<file path="src/rtl/mem_port_arbiter_if.sv">
`default_nettype none
// ============================================================================
// Interface : mem_port_arbiter_if
// Brief     : Bundles the upstream per-requester port buses and the single
//             downstream memory-controller port seen by mem_port_arbiter.
//             Slice i of every packed per-requester bus is [i*W +: W].
// Revision  : 1.0 - initial release
// ============================================================================
interface mem_port_arbiter_if #(
  parameter int REQ_CNT = 2,
  parameter int ADDR_W  = 32
);

  // Upstream side, one slice per requester
  logic [REQ_CNT*2-1:0]      req_rw_flag;
  logic [REQ_CNT*ADDR_W-1:0] req_addr;
  logic [REQ_CNT*ADDR_W-1:0] req_write_data;
  logic [REQ_CNT*4-1:0]      req_write_mask;
  logic [REQ_CNT*ADDR_W-1:0] req_read_data;
  logic [REQ_CNT-1:0]        req_busy;
  logic [REQ_CNT-1:0]        req_done;

  // Downstream memory-controller port
  logic [1:0]                mem_rw_flag;
  logic [ADDR_W-1:0]         mem_addr;
  logic [ADDR_W-1:0]         mem_write_data;
  logic [3:0]                mem_write_mask;
  logic [ADDR_W-1:0]         mem_read_data;
  logic                      mem_busy;
  logic                      mem_done;

  // Arbiter view: consumes requests and memory responses
  modport slave (
    input  req_rw_flag, req_addr, req_write_data, req_write_mask,
    input  mem_read_data, mem_busy, mem_done,
    output req_read_data, req_busy, req_done,
    output mem_rw_flag, mem_addr, mem_write_data, mem_write_mask
  );

  // Environment view: the requesters plus the memory controller
  modport master (
    output req_rw_flag, req_addr, req_write_data, req_write_mask,
    output mem_read_data, mem_busy, mem_done,
    input  req_read_data, req_busy, req_done,
    input  mem_rw_flag, mem_addr, mem_write_data, mem_write_mask
  );

endinterface
`default_nettype wire

</file>
<file path="src/rtl/mem_port_arbiter.sv">
`default_nettype none
// ============================================================================
// Module   : mem_port_arbiter
// Brief    : Round-robin arbiter sharing one memory-controller port between
//            REQ_CNT requesters. The port is locked to the winner from issue
//            until the memory reports completion. All outputs registered.
// Revision : 1.0 - initial release
// ============================================================================
module mem_port_arbiter #(
  parameter int REQ_CNT = 2,
  parameter int ADDR_W  = 32
) (
  input  logic              CLK,
  input  logic              RST,
  mem_port_arbiter_if.slave bus
);

  localparam int GRANT_W = (REQ_CNT > 1) ? $clog2(REQ_CNT) : 1;
  // Last winner after reset is the highest index so requester 0 wins first
  localparam logic [GRANT_W-1:0] C_LAST_RST  = GRANT_W'(REQ_CNT - 1);
  localparam logic [1:0]         C_CMD_NONE  = 2'b00;
  localparam logic [1:0]         C_CMD_READ  = 2'b01;
  localparam logic [1:0]         C_CMD_WRITE = 2'b10;

  typedef enum logic [1:0] {
    ST_IDLE  = 2'd0,
    ST_ISSUE = 2'd1,
    ST_WAIT  = 2'd2
  } state_t;

  state_t                    r_state;
  state_t                    w_state_nxt;

  logic [GRANT_W-1:0]        r_grant;
  logic [GRANT_W-1:0]        r_last;
  logic                      r_cmd_read;

  logic [1:0]                r_mem_rw_flag;
  logic [ADDR_W-1:0]         r_mem_addr;
  logic [ADDR_W-1:0]         r_mem_write_data;
  logic [3:0]                r_mem_write_mask;

  logic [REQ_CNT*ADDR_W-1:0] r_req_read_data;
  logic [REQ_CNT-1:0]        r_req_busy;
  logic [REQ_CNT-1:0]        r_req_done;

  logic [REQ_CNT-1:0]        w_cand;
  logic                      w_any;
  logic [GRANT_W-1:0]        w_winner;
  int                        w_idx;
  logic [GRANT_W-1:0]        w_pos;

  logic [1:0]                w_sel_flag;
  logic [ADDR_W-1:0]         w_sel_addr;
  logic [ADDR_W-1:0]         w_sel_write_data;
  logic [3:0]                w_sel_write_mask;

  logic                      w_grant_now;
  logic                      w_accept;
  logic                      w_complete;

  // A requester competes when it carries a real command and did not just
  // receive done: its flag is still held during the done cycle, so without
  // this exclusion the completed command would be granted a second time.
  for (genvar gi = 0; gi < REQ_CNT; gi++) begin : g_cand
    logic [1:0] w_flag;
    assign w_flag     = bus.req_rw_flag[gi*2 +: 2];
    assign w_cand[gi] = ((w_flag == C_CMD_READ) || (w_flag == C_CMD_WRITE))
                        && !r_req_done[gi];
  end

  // Round-robin search: first candidate starting just after the last winner
  always_comb begin
    w_winner = r_last;
    w_any    = 1'b0;
    w_idx    = 0;
    w_pos    = '0;
    for (int k = 1; k <= REQ_CNT; k++) begin
      w_idx = (int'(r_last) + k) % REQ_CNT;
      w_pos = w_idx[GRANT_W-1:0];
      if (!w_any && w_cand[w_pos]) begin
        w_any    = 1'b1;
        w_winner = w_pos;
      end
    end
  end

  // Route the winner's command fields toward the downstream registers
  always_comb begin
    w_sel_flag       = C_CMD_NONE;
    w_sel_addr       = '0;
    w_sel_write_data = '0;
    w_sel_write_mask = '0;
    for (int i = 0; i < REQ_CNT; i++) begin
      if (w_winner == GRANT_W'(i)) begin
        w_sel_flag       = bus.req_rw_flag[i*2 +: 2];
        w_sel_addr       = bus.req_addr[i*ADDR_W +: ADDR_W];
        w_sel_write_data = bus.req_write_data[i*ADDR_W +: ADDR_W];
        w_sel_write_mask = bus.req_write_mask[i*4 +: 4];
      end
    end
  end

  // Next-state logic plus the per-state events driving the datapath
  always_comb begin
    w_state_nxt = r_state;
    w_grant_now = 1'b0;
    w_accept    = 1'b0;
    w_complete  = 1'b0;
    unique case (r_state)
      ST_IDLE: begin
        if (w_any) begin
          w_grant_now = 1'b1;
          w_state_nxt = ST_ISSUE;
        end
      end
      ST_ISSUE: begin
        // The command stays on the bus for as long as memory reports busy
        if (!bus.mem_busy) begin
          w_accept    = 1'b1;
          w_state_nxt = ST_WAIT;
        end
      end
      ST_WAIT: begin
        if (bus.mem_done) begin
          w_complete  = 1'b1;
          w_state_nxt = ST_IDLE;
        end
      end
      default: w_state_nxt = ST_IDLE;
    endcase
  end

  // State register; reset abandons any in-flight transaction
  always_ff @(posedge CLK) begin
    if (RST) begin
      r_state <= ST_IDLE;
    end else begin
      r_state <= w_state_nxt;
    end
  end

  // Remember who owns the port and the round-robin pointer
  always_ff @(posedge CLK) begin
    if (RST) begin
      r_grant    <= '0;
      r_last     <= C_LAST_RST;
      r_cmd_read <= 1'b0;
    end else if (w_grant_now) begin
      r_grant    <= w_winner;
      r_last     <= w_winner;
      r_cmd_read <= (w_sel_flag == C_CMD_READ);
    end
  end

  // Downstream command registers: loaded on grant, flag cleared on accept
  always_ff @(posedge CLK) begin
    if (RST) begin
      r_mem_rw_flag    <= C_CMD_NONE;
      r_mem_addr       <= '0;
      r_mem_write_data <= '0;
      r_mem_write_mask <= '0;
    end else if (w_grant_now) begin
      r_mem_rw_flag    <= w_sel_flag;
      r_mem_addr       <= w_sel_addr;
      r_mem_write_data <= w_sel_write_data;
      r_mem_write_mask <= w_sel_write_mask;
    end else if (w_accept) begin
      r_mem_rw_flag    <= C_CMD_NONE;
    end
  end

  // Busy follows the registered state; done is a single-cycle pulse
  always_ff @(posedge CLK) begin
    if (RST) begin
      r_req_busy <= '0;
      r_req_done <= '0;
    end else begin
      r_req_busy <= {REQ_CNT{w_state_nxt != ST_IDLE}};
      r_req_done <= '0;
      if (w_complete) begin
        for (int i = 0; i < REQ_CNT; i++) begin
          if (r_grant == GRANT_W'(i)) begin
            r_req_done[i] <= 1'b1;
          end
        end
      end
    end
  end

  // Read data lands only in the owner's slice and only for reads
  always_ff @(posedge CLK) begin
    if (RST) begin
      r_req_read_data <= '0;
    end else if (w_complete && r_cmd_read) begin
      for (int i = 0; i < REQ_CNT; i++) begin
        if (r_grant == GRANT_W'(i)) begin
          r_req_read_data[i*ADDR_W +: ADDR_W] <= bus.mem_read_data;
        end
      end
    end
  end

  assign bus.req_read_data  = r_req_read_data;
  assign bus.req_busy       = r_req_busy;
  assign bus.req_done       = r_req_done;
  assign bus.mem_rw_flag    = r_mem_rw_flag;
  assign bus.mem_addr       = r_mem_addr;
  assign bus.mem_write_data = r_mem_write_data;
  assign bus.mem_write_mask = r_mem_write_mask;

endmodule
`default_nettype wire

</file>
<file path="src/flat_wrapper.sv">
// flat-port wrapper written by rule: the top's interface ports become plain ports
module mem_port_arbiter_flat 
#(
  parameter int REQ_CNT = 2,
  parameter int ADDR_W  = 32
)
  (CLK, RST, bus_req_rw_flag, bus_req_addr, bus_req_write_data, bus_req_write_mask, bus_mem_read_data, bus_mem_busy, bus_mem_done, bus_req_read_data, bus_req_busy, bus_req_done, bus_mem_rw_flag, bus_mem_addr, bus_mem_write_data, bus_mem_write_mask);
  mem_port_arbiter_if #(.REQ_CNT(REQ_CNT), .ADDR_W(ADDR_W)) bus_i ();
  input  logic CLK;
  input  logic RST;
  input wire logic [$bits(bus_i.req_rw_flag)-1:0] bus_req_rw_flag;
  input wire logic [$bits(bus_i.req_addr)-1:0] bus_req_addr;
  input wire logic [$bits(bus_i.req_write_data)-1:0] bus_req_write_data;
  input wire logic [$bits(bus_i.req_write_mask)-1:0] bus_req_write_mask;
  input wire logic [$bits(bus_i.mem_read_data)-1:0] bus_mem_read_data;
  input wire logic [$bits(bus_i.mem_busy)-1:0] bus_mem_busy;
  input wire logic [$bits(bus_i.mem_done)-1:0] bus_mem_done;
  output wire logic [$bits(bus_i.req_read_data)-1:0] bus_req_read_data;
  output wire logic [$bits(bus_i.req_busy)-1:0] bus_req_busy;
  output wire logic [$bits(bus_i.req_done)-1:0] bus_req_done;
  output wire logic [$bits(bus_i.mem_rw_flag)-1:0] bus_mem_rw_flag;
  output wire logic [$bits(bus_i.mem_addr)-1:0] bus_mem_addr;
  output wire logic [$bits(bus_i.mem_write_data)-1:0] bus_mem_write_data;
  output wire logic [$bits(bus_i.mem_write_mask)-1:0] bus_mem_write_mask;
  assign bus_i.req_rw_flag = bus_req_rw_flag;
  assign bus_i.req_addr = bus_req_addr;
  assign bus_i.req_write_data = bus_req_write_data;
  assign bus_i.req_write_mask = bus_req_write_mask;
  assign bus_i.mem_read_data = bus_mem_read_data;
  assign bus_i.mem_busy = bus_mem_busy;
  assign bus_i.mem_done = bus_mem_done;
  assign bus_req_read_data = bus_i.req_read_data;
  assign bus_req_busy = bus_i.req_busy;
  assign bus_req_done = bus_i.req_done;
  assign bus_mem_rw_flag = bus_i.mem_rw_flag;
  assign bus_mem_addr = bus_i.mem_addr;
  assign bus_mem_write_data = bus_i.mem_write_data;
  assign bus_mem_write_mask = bus_i.mem_write_mask;
  mem_port_arbiter #(.REQ_CNT(REQ_CNT), .ADDR_W(ADDR_W)) u_core (.CLK(CLK), .RST(RST), .bus(bus_i));
endmodule
</file>
<file path="config.mk">
export PLATFORM = sky130hd
export DESIGN_NAME = mem_port_arbiter_flat
export DESIGN_NICKNAME = d
export VERILOG_FILES = /design/src/rtl/mem_port_arbiter_if.sv /design/src/rtl/mem_port_arbiter.sv /design/src/flat_wrapper.sv
export SDC_FILE = /design/constraint.sdc
export NUM_CORES = 1
export LEC_CHECK = 0
export ABC_AREA = 1
export CORE_ASPECT_RATIO = 0.75
export CORE_MARGIN = 2
export CORE_UTILIZATION = 30
export CTS_CLUSTER_DIAMETER = 60
export DETAILED_ROUTE_END_ITERATION = 16
export SYNTH_ARGS = -nofsm -noshare
export SYNTH_HDL_FRONTEND = slang
export SYNTH_SLANG_ARGS = --single-unit
</file>
<file path="constraint.sdc">
create_clock -name CLK -period 2 [get_ports CLK]
set_clock_uncertainty 0.2 [all_clocks]
set_input_delay 0.2 -clock CLK [delete_from_list [all_inputs] [get_ports CLK]]
set_output_delay 0.2 -clock CLK [all_outputs]
set_load 0.05 [all_outputs]
</file>
==> results of run 1 <==
-- routing by layer --
metal / global-route usage, % / routed length, um
met1: 24.6 / 9720
met2: 30.2 / 9350
met3: 7.97 / 2070
met4: 6.84 / 459
met5: 0 / 0
-- cells in the final DEF (no fill, tap or decap), drive strengths merged, types with 3 or more instances in the layout --
master,count
clkbuf,18
dlygate4sd2,39
buf,47
inv,94
nand2,219
nand4,3
dfxtp,142
clkdlybuf4s50,185
a21oi,5
nand3,79
nor2,269
o21ai,65
dlymetal6s2s,72
-- power by group --
part	switching (mW)	leakage [nW]	internal (mW)
Sequential	0.127	1.16	3.08
Clock	1.40	0.275	1.67
Combinational	1.80	4.75	1.08
-- cell usage after synthesis (all sizes together) --
cell / n
a31oi: 1
nor2: 269
inv: 84
nor3: 2
nand2: 219
nand3: 79
o211ai: 1
buf: 34
nand4: 3
a21oi: 5
clkbuf: 24
o21ai: 65
dfxtp: 142
-- worst max path at each step --
stage | slack, ps | startpoint | to
after floorplan | 150 | u_core.bus.req_done[1] | u_core.bus.mem_addr[16]
after global placement | 30 | bus_req_rw_flag[3] | u_core.bus.mem_write_data[2]
after detailed placement | 7 | bus_req_rw_flag[3] | u_core.bus.mem_addr[19]
after CTS | 1 | u_core.bus.req_read_data[31] | bus_req_read_data[31]
after global routing | 0.1 | u_core.bus.req_read_data[50] | bus_req_read_data[50]
final | 40 | u_core.bus.req_read_data[57] | bus_req_read_data[57]
-- registers in the layout, indices dropped and copies added (netlist names) --
signal / count
u_core.bus.req_read_data: 64
u_core.bus.mem_addr: 32
u_core.bus.req_done: 2
u_core.bus.mem_write_data: 32
u_core.r_cmd_read: 1
u_core.r_state: 2
u_core.r_last: 1
u_core.r_grant: 1
u_core.bus.req_busy: 1
u_core.bus.mem_write_mask: 4
u_core.bus.mem_rw_flag: 2
-- stage by stage --
step,power (mW),cells
after global placement,6.22,1471
after floorplan,5.07,928
after global routing,9.63,1503
after detailed placement,6.24,1471
final,9.15,1503
after CTS,9.27,1503
-- cell families (layout without fill, tap and decap cells) --
kind of cell,Yosys count,count (layout),synth area share [%]
AOI/OAI and AO/OA,72,72,5.94
buffers and inverters,142,459,10.4
DFF,142,142,46.4
and+or+nand+nor,572,572,37.3
-- what timing repair did --
item / in CTS / in global routing
endpoints found under the hold margin: 0 / 0
setup endpoints to repair: 39 / 72
resized for setup: 39 / 72
-- area by class of cell --
type | count | area, um2
Clock inverter | 14 | 120
Clock buffer | 18 | 439
Tap cell | 258 | 323
Timing Repair Buffer | 343 | 3590
Fill cell | 1988 | 9870
Inverter | 84 | 318
Sequential cell | 142 | 2840
Multi-Input combinational cell | 644 | 2650
==> key figures, run 1 <==
Die
  – Initial core utilization: 30.4%
  – Die area: 21600 um2
  – I/O pins: 314
  – Die width: 169 um
  – Core box area: 20200 um2
  – Die height: 128 um
  – Rows: 45

Detailed routing
  – Drt via density: 4.39
  – Drt pass-1 iters: 4
  – Wirelength, routed: 21.6 mm
  – Remaining antenna violation count after routing: 0
  – Routed len/inst: 14.4 um
  – Initial DRC Count: 413
  – Via Count: 6602
  – DRC errors left: 0

Placement
  – Dpl cell area: 9600 um2
  – Port Buf Inserts: 313
  – HPWL after DPL: 15.3 mm
  – Placer Congestion: 0.795
  – Worst slack, placed: 6.91 ps

GRT
  – Gr usage total: 19.5%
  – Vias in the first global route: 6146
  – Grt ovf: 0
  – Largest net degree at the start of global routing: 66
  – Initial antenna violation count: 0
  – First-pass GRT wire length: 33.2 mm

Synthesis
  – Synth warn: 0
  – Area leader, netlist: dfxtp_1
  – FF+latch count, synth: 142
  – Part of the Yosys area used for sequential elements: 46.4%
  – Yosys cell types: 20
  – Syn avg cell area: 6.61 um2
  – Post-synth top area share: 46.4%
  – Post-Synthesis Cells: 928
  – Area contributors post-synth: dfxtp_1 46%, nor2_1 16%, nand2_1 13%
  – Post-synthesis cell area: 6130 um2
  – Mapped Nets: 1104

Timing
  – Max-slew violations: 0
  – Final Cycle Share: 98.2%
  – Hold slack: 28.3 ps
  – Setup ws final: 35.7 ps
  – Tmin final: 1960 ps
  – Worst slew pin tran: 566 ps
  – RSZ-0062 raised after global routing: false
  – TNS Setup: 0 ps
  – Endpoints failing setup: 0
  – Final Hold Viols: 0
  – Slew HR: 62.4%
  – Max Fclk: 509 MHz

Power and ir drop
  – Leakage: 6.19 nW
  – PwrDens: 889 nW/um2
  – Worst VDD drop: 0.401 mV

CTS
  – CTS Hold Buffers Added: 0
  – Worst skew pair latency: 420 ps
  – CTS sink cnt: 142
  – Root buffer cell: clkbuf_16
  – CTS tree: built
  – CTS max path bufs: 2
  – Clk slew on worst S/H paths: 70 ps
  – Number of setup buffers added after CTS: 0
  – CTS buffer count: 17
  – H-tree depth: 4

Setup path
  – Crit path DAT: 1560 ps
  – Critical path's largest stage delay: 810 ps
  – R2r setup slk: 360 ps
  – R2r endpoint: u_core.bus.mem_addr[25]
  – CP Class: reg2out
  – R2R Path Start: u_core.r_last
  – CP Launch Type: register
  – Worst endpoint required time: 1600 ps
  – Slowest CP cell: clkdlybuf4s50_1
  – Critical path's top delay family: buffers and inverters
  – CP Max Fanout: 2
  – CP Capture Type: output pin
  – Buf+Inv Stages, Crit Path: 1
  – WP depth: 1
  – CP cell instances: clkdlybuf4s50_1
  – Reg2Reg Depth: 9

Job
  – Max_cap viols: 0

Status
  – Run status: completed

Hold path
  – Min-Delay Endpoint: u_core.bus.mem_rw_flag[1]
  – Worst hold path class: in2reg
  – HP Start: RST
  – WHS Path Cells: 3

Final layout
  – Synth-to-layout area growth: 67.9%
  – Final instance area: 10300 um2
  – Final core utilization: 51.1%
  – Nets: 1408
  – Share of layout cells above drive strength 1: 7.47%
  – N_diodes: 0
Power figures use the tool's default switching activity.
==> run 2: changes to the inputs <==
- CTS_CLUSTER_DIAMETER: 60 -> default
==> results of run 2 <==
Same layout as run 1: the final DEF is identical, and so are final timing and power.
==> run 3: changes to the inputs <==
==> constraint.sdc (replaced) <==
create_clock -name CLK -period 2 [get_ports CLK]
set_clock_uncertainty 0.2 [all_clocks]
set_input_delay 0.2 -clock CLK [delete_from_list [all_inputs] [get_ports CLK]]
set_output_delay 0.2 -clock CLK [all_outputs]
set_load 0.02 [all_outputs]
==> run 3 against run 2 <==
  * Count of clock-buffer cells in the layout shrank 1
  * Final area shrank 0.27%
  * Worst setup slack gained 140 ps
  * Core utilization shrank 0.14 points
  * Routed wire length shrank 2.0%
  * Critical path depth is the same
  * Cell count grew 0.27%
  * Sequential power is essentially flat
  * Non-clock buffer count grew 4
  * Combinational power shrank 16%
  * Critical endpoint is now bus_mem_addr[21]
  * Largest cell class unchanged
==> key figures, run 3 (synthesized netlist as in run 1, its figures left out) <==
Status
  – Run status: completed

Setup path
  – CP cell instances: clkdlybuf4s50_1
  – R2R Path Start: u_core.r_last
  – Crit path DAT: 1430 ps
  – CP Max Fanout: 2
  – CP Capture Type: output pin
  – Buf+Inv Stages, Crit Path: 1
  – Reg2Reg Depth: 9
  – R2r endpoint: u_core.bus.mem_addr[28]
  – Slowest CP cell: clkdlybuf4s50_1
  – Worst endpoint required time: 1600 ps
  – Worst setup path start: u_core.bus.mem_addr[21]
  – CP Class: reg2out
  – Critical path's largest stage delay: 640 ps
  – CP Launch Type: register
  – R2r setup slk: 320 ps
  – Critical path's top delay family: buffers and inverters

CTS
  – CTS Hold Buffers Added: 1
  – CTS tree: built
  – CTS sink cnt: 142
  – Clk slew on worst S/H paths: 70 ps
  – Gates resized, CTS repair: 0
  – H-tree depth: 4
  – Number of setup buffers added after CTS: 0
  – Root buffer cell: clkbuf_16
  – CTS buffer count: 17
  – CTS max path bufs: 2
  – Worst skew pair latency: 410 ps

Timing
  – TNS Setup: 0 ps
  – Final Hold Viols: 0
  – Setup ws final: 174 ps
  – Max-slew violations: 0
  – RSZ-0062 raised after global routing: false
  – Endpoints failing setup: 0
  – Final Cycle Share: 91.3%
  – Slew HR: 66.7%
  – Worst slew pin tran: 500 ps
  – Max Fclk: 548 MHz
  – Hold slack: 188 ps
  – Tmin final: 1830 ps

Power and ir drop
  – Sequential group share of total power: 35.8%
  – Sw Pwr: 2.81 mW
  – Worst VDD drop: 0.410 mV
  – Sw Ratio: 31.4%
  – PwrDens: 872 nW/um2
  – Internal Power: 6.14 mW
  – Clk pwr share: 37.2%
  – Pwr Total: 8.95 mW
  – Combinational share of power: 27.1%
  – Leakage: 4.84 nW

Hold path
  – Min-Delay Endpoint: u_core.bus.req_read_data[9]
  – WHS Path Cells: 3
  – Worst hold path class: in2reg
  – HP Start: bus_mem_read_data[9]

Placement
  – Port Buf Inserts: 313
  – Dpl cells: 1474
  – Worst slack, placed: -59.9 ps
  – Placer Congestion: 0.776
  – HPWL after DPL: 15.1 mm
  – Dpl cell area: 9640 um2

Die
  – Rows: 45
  – Die width: 169 um
  – Die height: 128 um
  – Core box area: 20200 um2
  – Initial core utilization: 30.4%
  – I/O pins: 314
  – Die area: 21600 um2

Final layout
  – Share of layout cells above drive strength 1: 6.41%
  – Final instance area: 10300 um2
  – Filler cells: 1998
  – N_diodes: 0
  – Largest register FFs: 64
  – Non-Filler Instances: 1507
  – Register area: 2840 um2
  – Most frequent cells in the layout: 312 x clkdlybuf4s50_1, 267 x nor2_1, 214 x nand2_1, 142 x dfxtp_1, 80 x inv_1
  – Commonest non-fill, non-tap cell in the layout: clkdlybuf4s50_1
  – Synth-to-layout area growth: 67.4%
  – Multi-input logic area: 2650 um2
  – Nets: 1412
  – Final core utilization: 50.9%

GRT
  – Gr usage total: 19.1%
  – First-pass GRT wire length: 32.4 mm
  – Vias in the first global route: 6032
  – Grt peak-use layer: met2
  – Grt ovf: 0
  – Met1 Use GR: 23.9%
  – Met2 Track Usage GR: 30.4%
  – Initial antenna violation count: 1
  – Largest net degree at the start of global routing: 66
  – Met3 GRT Util: 7.59%

Detailed routing
  – DRC errors left: 0
  – Remaining antenna violation count after routing: 0
  – Wirelength, routed: 21.2 mm
  – Via Count: 6580
  – Routed len/inst: 14.0 um
  – Initial DRC Count: 335
  – Drt pass-1 iters: 4
  – Drt via density: 4.37

Job
  – Max_cap viols: 0
==> run 3: cell count changes in the layout (fill, tap and decap cells not counted), sizes merged <==
| cell | change |
|---|---|
| clkinvlp | -1 |
| dlygate4sd2 | -39 |
| buf | -13 |
| dlymetal6s2s | -72 |
| bufinv | +2 |
| clkdlybuf4s50 | +127 |
| dlygate4sd3 | +1 |
| clkbuf | -1 |
==> run 3: power by group through the flow <==
stage	Sequential [mW]	Combinational (mW)	Clock, mW
after floorplan	3.54	1.00	0
after global placement	3.26	2.44	0
after detailed placement	3.27	2.44	0
after CTS	3.21	2.46	3.42
after global routing	3.24	2.67	3.54
final	3.21	2.42	3.33
==> run 3: worst max path at each step <==
stage | depth (start not counted) | slack, ps | to
2_1_floorplan | 11 | 400 | u_core.bus.mem_addr[16]
3_3_place_gp | 11 | -30 | u_core.bus.mem_write_mask[0]
3_5_place_dp | 11 | -60 | u_core.bus.mem_write_mask[0]
4_1_cts | 1 | 140 | bus_mem_addr[21]
5_1_grt | 1 | 120 | bus_mem_addr[21]
6_report | 1 | 170 | bus_mem_addr[21]
==> run 3: per-layer routing <==
layer / up-vias / wire length, um
li1: 3455 / -
met1: 2881 / 9330
met2: 217 / 9440
met3: 25 / 2020
met4: 2 / 367
met5: - / 16
==> run 3: layout make-up <==
class	instances	share of cell area, %
clock inverters	15	1.85
clock buffers	17	4.14
well taps	258	3.15
flip-flops and latches	142	27.7
repair buffers	347	34.2
inverters	84	3.10
multi-input cells	644	25.9
==> run 3: worst min-delay path, stage by stage <==
cell and delay (ps):
clkdlybuf4s50_1 410, nor2_1 100, nor2_1 50
